<file path="src/rtl/median_frame_ctrl_if.sv">
// Handshake bundle between the frame sequencer and its host, row memory and window/median engine.
// The master modport is the sequencer side; the slave modport is everything it talks to.
interface median_frame_ctrl_if #(
  parameter int AW = 9
);
  logic          start;
  logic          abort;
  logic          busy;
  logic          done;
  logic          rd_req;
  logic [AW-1:0] rd_addr;
  logic          rd_ack;
  logic          win_load;
  logic          flt_start;
  logic [1:0]    flt_mode;
  logic          flt_done;
  logic          wr_req;
  logic [AW-1:0] wr_addr;
  logic          wr_ack;

  modport master (
    input  start, abort, rd_ack, flt_done, wr_ack,
    output busy, done, rd_req, rd_addr, win_load, flt_start, flt_mode, wr_req, wr_addr
  );

  modport slave (
    output start, abort, rd_ack, flt_done, wr_ack,
    input  busy, done, rd_req, rd_addr, win_load, flt_start, flt_mode, wr_req, wr_addr
  );
endinterface

</file>
<file path="src/rtl/median_frame_ctrl.sv">
// Frame sequencer for the 3-line median filter: fetch rows, load the window, filter with edge mode, write back.
// Moore outputs registered from next state; 5*ROWS+1 cycles per frame with immediate acks; requests hold until acked.
module median_frame_ctrl #(
  parameter int ROWS = 512,
  parameter int AW   = 9
) (
  input  logic                CLK,
  input  logic                RST,
  median_frame_ctrl_if.master bus
);

  typedef enum logic [2:0] {
    S_IDLE,
    S_RD,
    S_LOAD,
    S_FLT,
    S_FWAIT,
    S_WR,
    S_DONE
  } state_t;

  localparam logic [AW-1:0] LAST_ROW = AW'(ROWS - 1);
  localparam logic [1:0]    M_TOP    = 2'b00;
  localparam logic [1:0]    M_MID    = 2'b01;
  localparam logic [1:0]    M_BOT    = 2'b10;

  state_t        state_q, state_d;
  logic [AW-1:0] fetch_row_q, fetch_row_d;
  logic [AW-1:0] out_row_q, out_row_d;
  logic [AW-1:0] out_row_inc;

  logic          busy_q, busy_d;
  logic          done_q, done_d;
  logic          rd_req_q, rd_req_d;
  logic [AW-1:0] rd_addr_q, rd_addr_d;
  logic          win_load_q, win_load_d;
  logic          flt_start_q, flt_start_d;
  logic [1:0]    flt_mode_q, flt_mode_d;
  logic          wr_req_q, wr_req_d;
  logic [AW-1:0] wr_addr_q, wr_addr_d;

  always_comb begin
    state_d     = state_q;
    fetch_row_d = fetch_row_q;
    out_row_d   = out_row_q;
    out_row_inc = out_row_q + AW'(1);

    if (state_q != S_IDLE && bus.abort) begin
      state_d     = S_IDLE;
      fetch_row_d = '0;
      out_row_d   = '0;
    end else begin
      case (state_q)
        S_IDLE: begin
          if (bus.start && !bus.abort) begin
            state_d     = S_RD;
            fetch_row_d = '0;
            out_row_d   = '0;
          end
        end
        S_RD:    if (bus.rd_ack) state_d = S_LOAD;
        S_LOAD: begin
          // Saturate after the last row so the fetch index never wraps.
          if (fetch_row_q != LAST_ROW) fetch_row_d = fetch_row_q + AW'(1);
          // Row 0 alone cannot form a window; fetch row 1 before the first filter.
          state_d = (fetch_row_q == '0) ? S_RD : S_FLT;
        end
        S_FLT:   state_d = S_FWAIT;
        S_FWAIT: if (bus.flt_done) state_d = S_WR;
        S_WR: begin
          if (bus.wr_ack) begin
            if (out_row_q == LAST_ROW) begin
              state_d = S_DONE;
            end else begin
              out_row_d = out_row_inc;
              state_d   = (out_row_inc < LAST_ROW) ? S_RD : S_FLT;
            end
          end
        end
        S_DONE:  state_d = S_IDLE;
        default: state_d = S_IDLE;
      endcase
    end

    busy_d      = (state_d != S_IDLE);
    done_d      = (state_d == S_DONE);
    rd_req_d    = (state_d == S_RD);
    rd_addr_d   = (state_d == S_RD) ? fetch_row_d : '0;
    win_load_d  = (state_d == S_LOAD);
    flt_start_d = (state_d == S_FLT);
    wr_req_d    = (state_d == S_WR);
    wr_addr_d   = (state_d == S_WR) ? out_row_d : '0;
    flt_mode_d  = 2'b00;
    if (state_d == S_FLT || state_d == S_FWAIT || state_d == S_WR) begin
      if (out_row_d == '0)           flt_mode_d = M_TOP;
      else if (out_row_d == LAST_ROW) flt_mode_d = M_BOT;
      else                           flt_mode_d = M_MID;
    end
  end

  always_ff @(posedge CLK or posedge RST) begin
    if (RST) begin
      state_q     <= S_IDLE;
      fetch_row_q <= '0;
      out_row_q   <= '0;
      busy_q      <= 1'b0;
      done_q      <= 1'b0;
      rd_req_q    <= 1'b0;
      rd_addr_q   <= '0;
      win_load_q  <= 1'b0;
      flt_start_q <= 1'b0;
      flt_mode_q  <= 2'b00;
      wr_req_q    <= 1'b0;
      wr_addr_q   <= '0;
    end else begin
      state_q     <= state_d;
      fetch_row_q <= fetch_row_d;
      out_row_q   <= out_row_d;
      busy_q      <= busy_d;
      done_q      <= done_d;
      rd_req_q    <= rd_req_d;
      rd_addr_q   <= rd_addr_d;
      win_load_q  <= win_load_d;
      flt_start_q <= flt_start_d;
      flt_mode_q  <= flt_mode_d;
      wr_req_q    <= wr_req_d;
      wr_addr_q   <= wr_addr_d;
    end
  end

  assign bus.busy      = busy_q;
  assign bus.done      = done_q;
  assign bus.rd_req    = rd_req_q;
  assign bus.rd_addr   = rd_addr_q;
  assign bus.win_load  = win_load_q;
  assign bus.flt_start = flt_start_q;
  assign bus.flt_mode  = flt_mode_q;
  assign bus.wr_req    = wr_req_q;
  assign bus.wr_addr   = wr_addr_q;

endmodule

</file>
<file path="src/flat_wrapper.sv">
// flat-port wrapper written by rule: the top's interface ports become plain ports
module median_frame_ctrl_flat 
#(
  parameter int ROWS = 512,
  parameter int AW   = 9
)
  (CLK, RST, bus_start, bus_abort, bus_rd_ack, bus_flt_done, bus_wr_ack, bus_busy, bus_done, bus_rd_req, bus_rd_addr, bus_win_load, bus_flt_start, bus_flt_mode, bus_wr_req, bus_wr_addr);
  median_frame_ctrl_if #(.AW(AW)) bus_i ();
  input  logic CLK;
  input  logic RST;
  input wire logic [$bits(bus_i.start)-1:0] bus_start;
  input wire logic [$bits(bus_i.abort)-1:0] bus_abort;
  input wire logic [$bits(bus_i.rd_ack)-1:0] bus_rd_ack;
  input wire logic [$bits(bus_i.flt_done)-1:0] bus_flt_done;
  input wire logic [$bits(bus_i.wr_ack)-1:0] bus_wr_ack;
  output wire logic [$bits(bus_i.busy)-1:0] bus_busy;
  output wire logic [$bits(bus_i.done)-1:0] bus_done;
  output wire logic [$bits(bus_i.rd_req)-1:0] bus_rd_req;
  output wire logic [$bits(bus_i.rd_addr)-1:0] bus_rd_addr;
  output wire logic [$bits(bus_i.win_load)-1:0] bus_win_load;
  output wire logic [$bits(bus_i.flt_start)-1:0] bus_flt_start;
  output wire logic [$bits(bus_i.flt_mode)-1:0] bus_flt_mode;
  output wire logic [$bits(bus_i.wr_req)-1:0] bus_wr_req;
  output wire logic [$bits(bus_i.wr_addr)-1:0] bus_wr_addr;
  assign bus_i.start = bus_start;
  assign bus_i.abort = bus_abort;
  assign bus_i.rd_ack = bus_rd_ack;
  assign bus_i.flt_done = bus_flt_done;
  assign bus_i.wr_ack = bus_wr_ack;
  assign bus_busy = bus_i.busy;
  assign bus_done = bus_i.done;
  assign bus_rd_req = bus_i.rd_req;
  assign bus_rd_addr = bus_i.rd_addr;
  assign bus_win_load = bus_i.win_load;
  assign bus_flt_start = bus_i.flt_start;
  assign bus_flt_mode = bus_i.flt_mode;
  assign bus_wr_req = bus_i.wr_req;
  assign bus_wr_addr = bus_i.wr_addr;
  median_frame_ctrl #(.ROWS(ROWS), .AW(AW)) u_core (.CLK(CLK), .RST(RST), .bus(bus_i));
endmodule
</file>
<file path="config.mk">
export PLATFORM = sky130hd
export DESIGN_NAME = median_frame_ctrl_flat
export DESIGN_NICKNAME = d
export VERILOG_FILES = /design/src/rtl/median_frame_ctrl_if.sv /design/src/rtl/median_frame_ctrl.sv /design/src/flat_wrapper.sv
export SDC_FILE = /design/constraint.sdc
export NUM_CORES = 1
export LEC_CHECK = 0
export CAP_MARGIN = 40
export CORE_MARGIN = 2
export CORE_UTILIZATION = 35
export CTS_CLUSTER_SIZE = 12
export DETAILED_ROUTE_END_ITERATION = 8
export SLEW_MARGIN = 20
export SYNTH_ARGS = -nofsm -noshare
export SYNTH_HDL_FRONTEND = slang
export SYNTH_SLANG_ARGS = --single-unit
export TNS_END_PERCENT = 100
</file>
<file path="constraint.sdc">
create_clock -name CLK -period 3.9 [get_ports CLK]
set_input_delay 0.39 -clock CLK [delete_from_list [all_inputs] [get_ports CLK]]
set_output_delay 0.39 -clock CLK [all_outputs]
set_load 0.02 [all_outputs]
</file>
==> run_results.csv, run 1 <==
group,metric,value,unit
final_layout,n_fill_cell,684,
synthesis,syn_inst,267,
synthesis,synthArstFlopShare,1.000,
synthesis,synth_edf_count,0,
global_routing,gr-total-overflow,0,
drt,ant_nets,0,
global_routing,first_global_vias,2050,
clock_network,cts_root_buf,"clkbuf_8",
worst_setup_path,cp_max_fo,9,
drt,drt_pass1_iterations,4,
timing,period_needed,3.376,ns
timing,worst_slew_pin_slew,0.7240,ns
worst_setup_path,endpoint_kind,"flop",
power,cellLeakagePower,0.001281,µW
worst_setup_path,worstPathRequired,4.12,ns
final_layout,n_antenna_cell,0,
final_layout,multi_input_area,1207,µm²
timing,setup_violations,0,
timing,fin_crit_sh,0.8656,
synthesis,synth_cell_types,61,
floorplan,core,6869,µm²
global_routing,grt_max_degree,26,
floorplan,die_h,88.54,µm
synthesis,ys_seq_area_frac,0.4702,
floorplan,start_util,0.3641,
timing,hold_violations,0,
clock_network,postCtsSetupBuffers,0,
final_layout,mostFrequentLayoutCell,"dfrtp_1",
drt,wl_per_cell,15.39,µm
worst_hold_path,hold_path_class,"primary input to async pin",
power,irDropWorstVdd,0.3141,mV
worst_setup_path,arrival,3.59,ns
status,status,"complete, no violations",
final_layout,layout-drive-gt1-share,0.06645,
drt,wirelength,6108,µm
final_layout,final_cell_mix,"47 x dfrtp_1, 32 x clkdlybuf4s50_1, 28 x nor2_1, 17 x nor3_1, 16 x inv_1",
timing,whs,0.4380,ns
drt,routed_via_density,5.380,
clock_network,cts.repair.resized,0,
final_layout,syn_to_final_growth,21.31,%
timing,fin_setup_tns,0,ns
placement,place_hpwl,4515,µm
synthesis,synth_seq_cells,47,
clock_network,clk_latency,0.29,ns
floorplan,ios,33,
synthesis,syn-num-nets,279,
placement,placed_cells,389,
floorplan,fp-row-count,30,
floorplan,dieWidth,88.54,µm
final_layout,postLayoutCoreUtil,0.4417,
placement,gp_congestion,0.8751,
final_layout,finalNonFillerCells,397,
synthesis,ys.flop_type,"dfrtp_1",
clock_network,path_clk_slew,0.09,ns
drt,post-route-drc-count,0,
clock_network,htreeDepth,2,
timing,maxSlewViolCount,0,
timing,max_freq,296.2,MHz
final_layout,regArea,1176,µm²
synthesis,synthesis.area,2501,µm²
placement,io_buffers,32,
worst_setup_path,cp_slowest_stage_delay,0.48,ns
clock_network,cts_buffer_depth,2,
drt,drt_iter0_drc,180,
worst_setup_path,crit_type,"flop to flop",
global_routing,grt_first_pass_wirelength,10220,µm
clock_network,cts_made_buffers,5,
final_layout,nNetsFinal,312,
global_routing,antenna_found_initial,0,
power,powerDensity,499.1,nW/µm²
placement,pre_cts_ws,0.5623,ns
worst_setup_path,crit_chain,"ha_1 > nand3_1 > nor2_1 > nand3_1 > inv_1 > ha_1 > and3b_1 > a22oi_1 > o21ai_0 > a221o_1 > nor4b_2 > nor3b_2",
worst_setup_path,slowest_stage,"dfrtp_1",
clock_network,holdBufCountCts,0,
drt,via_count,2136,
floorplan,dieArea,7838,µm²
synthesis,avgSynthCellArea,9.368,µm²
worst_setup_path,start_kind,"flop",
flow_run,cap_violations,0,
global_routing,grt_usage,0.1691,
timing,slew_headroom,0.5163,
clock_network,cts_tree,"yes",
synthesis,ys_warn_count,0,
timing,fin_skew,0.005509,ns
timing,grt_setup_unrepaired,"false",
timing,setup_ws,0.5240,ns
clock_network,clock-sinks,47,
-- report_power, final --
group          switching [µW]  total, µW  leakage, µW  internal [µW]
Combinational             376        582     0.000581            207
Sequential               76.9        613     0.000648            536
Clock                     157        319    0.0000515            162
Total                     610       1510      0.00128            905
-- flip-flops by register name (all words and copies together), names as in the netlist, 2 cells and up --
register	count
u_core.bus.wr_addr	9
u_core.bus.rd_addr	9
u_core.out_row_q	9
u_core.fetch_row_q	9
u_core.state_q	3
u_core.bus.flt_mode	2
-- synth_stat cells, types with 4 or more instances --
cell type / count / area, µm²
o31a_1: 4 / 35.03
a31oi_1: 5 / 31.28
buf_2: 7 / 35.03
nor4_1: 6 / 37.54
nor3_1: 17 / 85.08
inv_1: 17 / 63.81
ha_1: 5 / 62.56
dfrtp_1: 47 / 1176
and2_1: 7 / 43.79
nand3_1: 11 / 55.05
nand2b_1: 6 / 37.54
o21ai_0: 9 / 45.04
a21oi_1: 15 / 75.07
nor2_1: 28 / 105.1
nand2_1: 12 / 45.04
-- kinds of logic (layout without fill, tap and decap cells) --
group	after synthesis	after routing	synth area share
compound gates	67	67	0.1861
simple gates	115	115	0.2526
mux	2	2	0.008504
buf+inv	28	62	0.04702
fa+ha+maj	5	5	0.02501
flops	47	47	0.4702
xor+xnor	3	3	0.01051
-- critical path, delay by kind of cell (launching register included) --
family | cells | cell delay (ns)
and+or+nand+nor | 6 | 1.38
AOI/OAI and AO/OA | 3 | 0.84
buffers and inverters | 1 | 0.08
DFF | 1 | 0.48
adders and majority gates | 2 | 0.50
-- path summary, 6_finish.rpt --
path / depth (start not counted) / start / slack [ns] / end
worst min-delay path: 2 / RST / 0.44 / u_core.bus.rd_addr[0]
worst min register to register: 2 / u_core.fetch_row_q[8] / 0.62 / u_core.fetch_row_q[8]
worst max register to register: 12 / u_core.out_row_q[0] / 0.52 / u_core.bus.flt_mode[1]
max in group asynchronous: 3 / RST / 2.97 / u_core.bus.busy
min in group CLK: 2 / u_core.fetch_row_q[8] / 0.62 / u_core.fetch_row_q[8]
worst max-delay path: 12 / u_core.out_row_q[0] / 0.52 / u_core.bus.flt_mode[1]
-- per-layer routing --
| layer | track usage | routed length [µm] | share of wire | vias to the layer above |
|---|---|---|---|---|
| li1 | - | - | - | 1047 |
| met3 | 0.03078 | 188 | 0.031 | 9 |
| met5 | 0 | 0 | 0 | - |
| met1 | 0.2378 | 2909 | 0.48 | 1027 |
| met2 | 0.2659 | 2892 | 0.47 | 53 |
| met4 | 0.05234 | 118 | 0.019 | 0 |
-- per-stage QoR --
step / power (µW) / area (µm²)
after CTS: 1527 / 3034
after global routing: 1620 / 3034
after detailed placement: 1202 / 2934
after global placement: 1204 / 2914
after floorplan: 1015 / 2501
final: 1515 / 3034
-- final cells by class --
cell class | count | share of cell area
tap | 96 | 0.03959
inverter | 18 | 0.02227
clock buffer | 8 | 0.03299
timing repair buffer | 36 | 0.1196
sequential | 47 | 0.3876
multi-input combinational | 192 | 0.3979
Note: power is estimated with default switching activity, not from simulation.
==> run 2: changes to the inputs <==
- CORE_ASPECT_RATIO: unset -> 0.8
- CTS_CLUSTER_DIAMETER: unset -> 50
==> run_results.csv, run 2 (synthesized netlist as in run 1, its figures left out) <==
group,metric,value,unit
final_layout,syn_to_final_growth,21.51,%
drt,drt_pass1_iterations,5,
clock_network,clock-sinks,47,
final_layout,layout-drive-gt1-share,0.06623,
power,irDropWorstVdd,0.2839,mV
drt,routed_via_density,5.530,
clock_network,holdBufCountCts,0,
clock_network,postCtsSetupBuffers,0,
timing,worst_slew_pin_slew,0.8153,ns
drt,top_layer,"met4",
final_layout,nNetsFinal,313,
drt,routed-wl-met2,2444,µm
worst_hold_path,hold_path_class,"primary input to async pin",
timing,grt_setup_unrepaired,"false",
placement,postPlaceCellArea,2958,µm²
drt,drt_iter0_drc,148,
floorplan,die_h,79.61,µm
status,status,"complete, no violations",
clock_network,htreeDepth,2,
worst_setup_path,worstPathRequired,4.12,ns
timing,slew_headroom,0.4553,
power,cellLeakagePower,0.001288,µW
placement,place_hpwl,4628,µm
timing,fin_crit_sh,0.8815,
floorplan,dieWidth,98.51,µm
global_routing,first_global_vias,2067,
timing,hold_violations,0,
placement,gp_congestion,0.9534,
worst_setup_path,endpoint_kind,"flop",
drt,wirelength,6289,µm
timing,fin_skew,0.002034,ns
drt,via_count,2151,
flow_run,cap_violations,0,
final_layout,mostFrequentLayoutCell,"dfrtp_1",
worst_setup_path,arrival,3.66,ns
floorplan,start_util,0.3629,
worst_setup_path,start_kind,"flop",
clock_network,cts_tree,"yes",
floorplan,ios,33,
clock_network,cts.repair.resized,0,
timing,setup_violations,0,
final_layout,final_area,3039,µm²
floorplan,fp-row-count,27,
placement,io_buffers,32,
drt,wl_met1,3340,µm
clock_network,clk_latency,0.29,ns
timing,max_freq,290.9,MHz
global_routing,grt_usage,0.1739,
drt,ant_nets,0,
clock_network,cts_root_buf,"clkbuf_8",
drt,post-route-drc-count,0,
global_routing,grt_first_pass_wirelength,10830,µm
final_layout,regArea,1176,µm²
clock_network,cts_buffer_depth,2,
global_routing,grt_max_degree,25,
power,powerDensity,490.5,nW/µm²
worst_setup_path,crit_type,"flop to flop",
timing,fin_setup_tns,0,ns
drt,wl_per_cell,16.17,µm
worst_setup_path,rrSetupSlack,0.46,ns
timing,period_needed,3.438,ns
floorplan,core,6892,µm²
timing,maxSlewViolCount,0,
clock_network,cts_made_buffers,5,
global_routing,antenna_found_initial,0,
global_routing,gr-total-overflow,0,
final_layout,final_cell_mix,"47 x dfrtp_1, 32 x clkdlybuf4s50_1, 28 x nor2_1, 17 x nor3_1, 16 x inv_1",
power,finalPower,1491,µW
worst_setup_path,cp_max_fo,9,
clock_network,path_clk_slew,0.08,ns
final_layout,n_fill_cell,701,
drt,detailroute.wirelength.met3,438,µm
final_layout,multi_input_area,1207,µm²
final_layout,n_antenna_cell,0,
floorplan,dieArea,7842,µm²
[run 2: cell types whose count changed in the layout (fill, tap and decap cells not counted), sizes merged]
cell / change
clkinv: +1
buf: +1
clkbuf: -1
[run 2: routing by layer]
layer	global-route usage	vias up
met1	0.2792	1001
met5	0	-
met3	0.04028	6
met2	0.2238	96
met4	0.05479	0
li1	-	1048
[run 2: final timing paths]
path                                       start                     end  cells after the start
setup reg to reg             u_core.out_row_q[0]  u_core.bus.flt_mode[1]                     12
max in group asynchronous                    RST       u_core.state_q[1]                      3
setup / recovery             u_core.out_row_q[0]  u_core.bus.flt_mode[1]                     12
hold / removal                               RST   u_core.bus.wr_addr[2]                      3
min in group CLK           u_core.fetch_row_q[8]   u_core.fetch_row_q[8]                      2
hold reg to reg            u_core.fetch_row_q[8]   u_core.fetch_row_q[8]                      2
[run 2: stage by stage]
step	hold slack [ns]	cells	utilization	worst slack, ns
2_1_floorplan	0.5121	267	-	1.052
3_3_place_gp	0.5893	379	0.4212	0.6075
3_5_place_dp	0.5759	381	0.4292	0.5297
4_1_cts	0.4763	389	0.4410	0.5005
5_1_grt	0.4915	389	0.4410	0.1394
6_report	0.4775	389	0.4410	0.4623
[run 2: final cells by class]
type,instances,share of cell area
clock inverters,1,0.001647
well taps,87,0.03582
clock buffers,7,0.02511
multi-input cells,192,0.3973
repair buffers,37,0.1309
flip-flops and latches,47,0.3870
inverters,18,0.02223
[run 2: worst max-delay path, stage by stage, from the launching register on]
cell	delay, ns
dfrtp_1	0.50
ha_1	0.30
nand3_1	0.18
nor2_1	0.23
nand3_1	0.13
inv_1	0.07
ha_1	0.22
and3b_1	0.33
a22oi_1	0.34
o21ai_0	0.17
a221o_1	0.34
nor4b_2	0.34
nor3b_2	0.21
[run 2: report_power, final]
part | leakage [µW] | internal [µW] | switching (µW)
registers | 0.000648 | 536 | 79.1
logic | 0.000598 | 215 | 378
clock network | 0.0000422 | 126 | 157
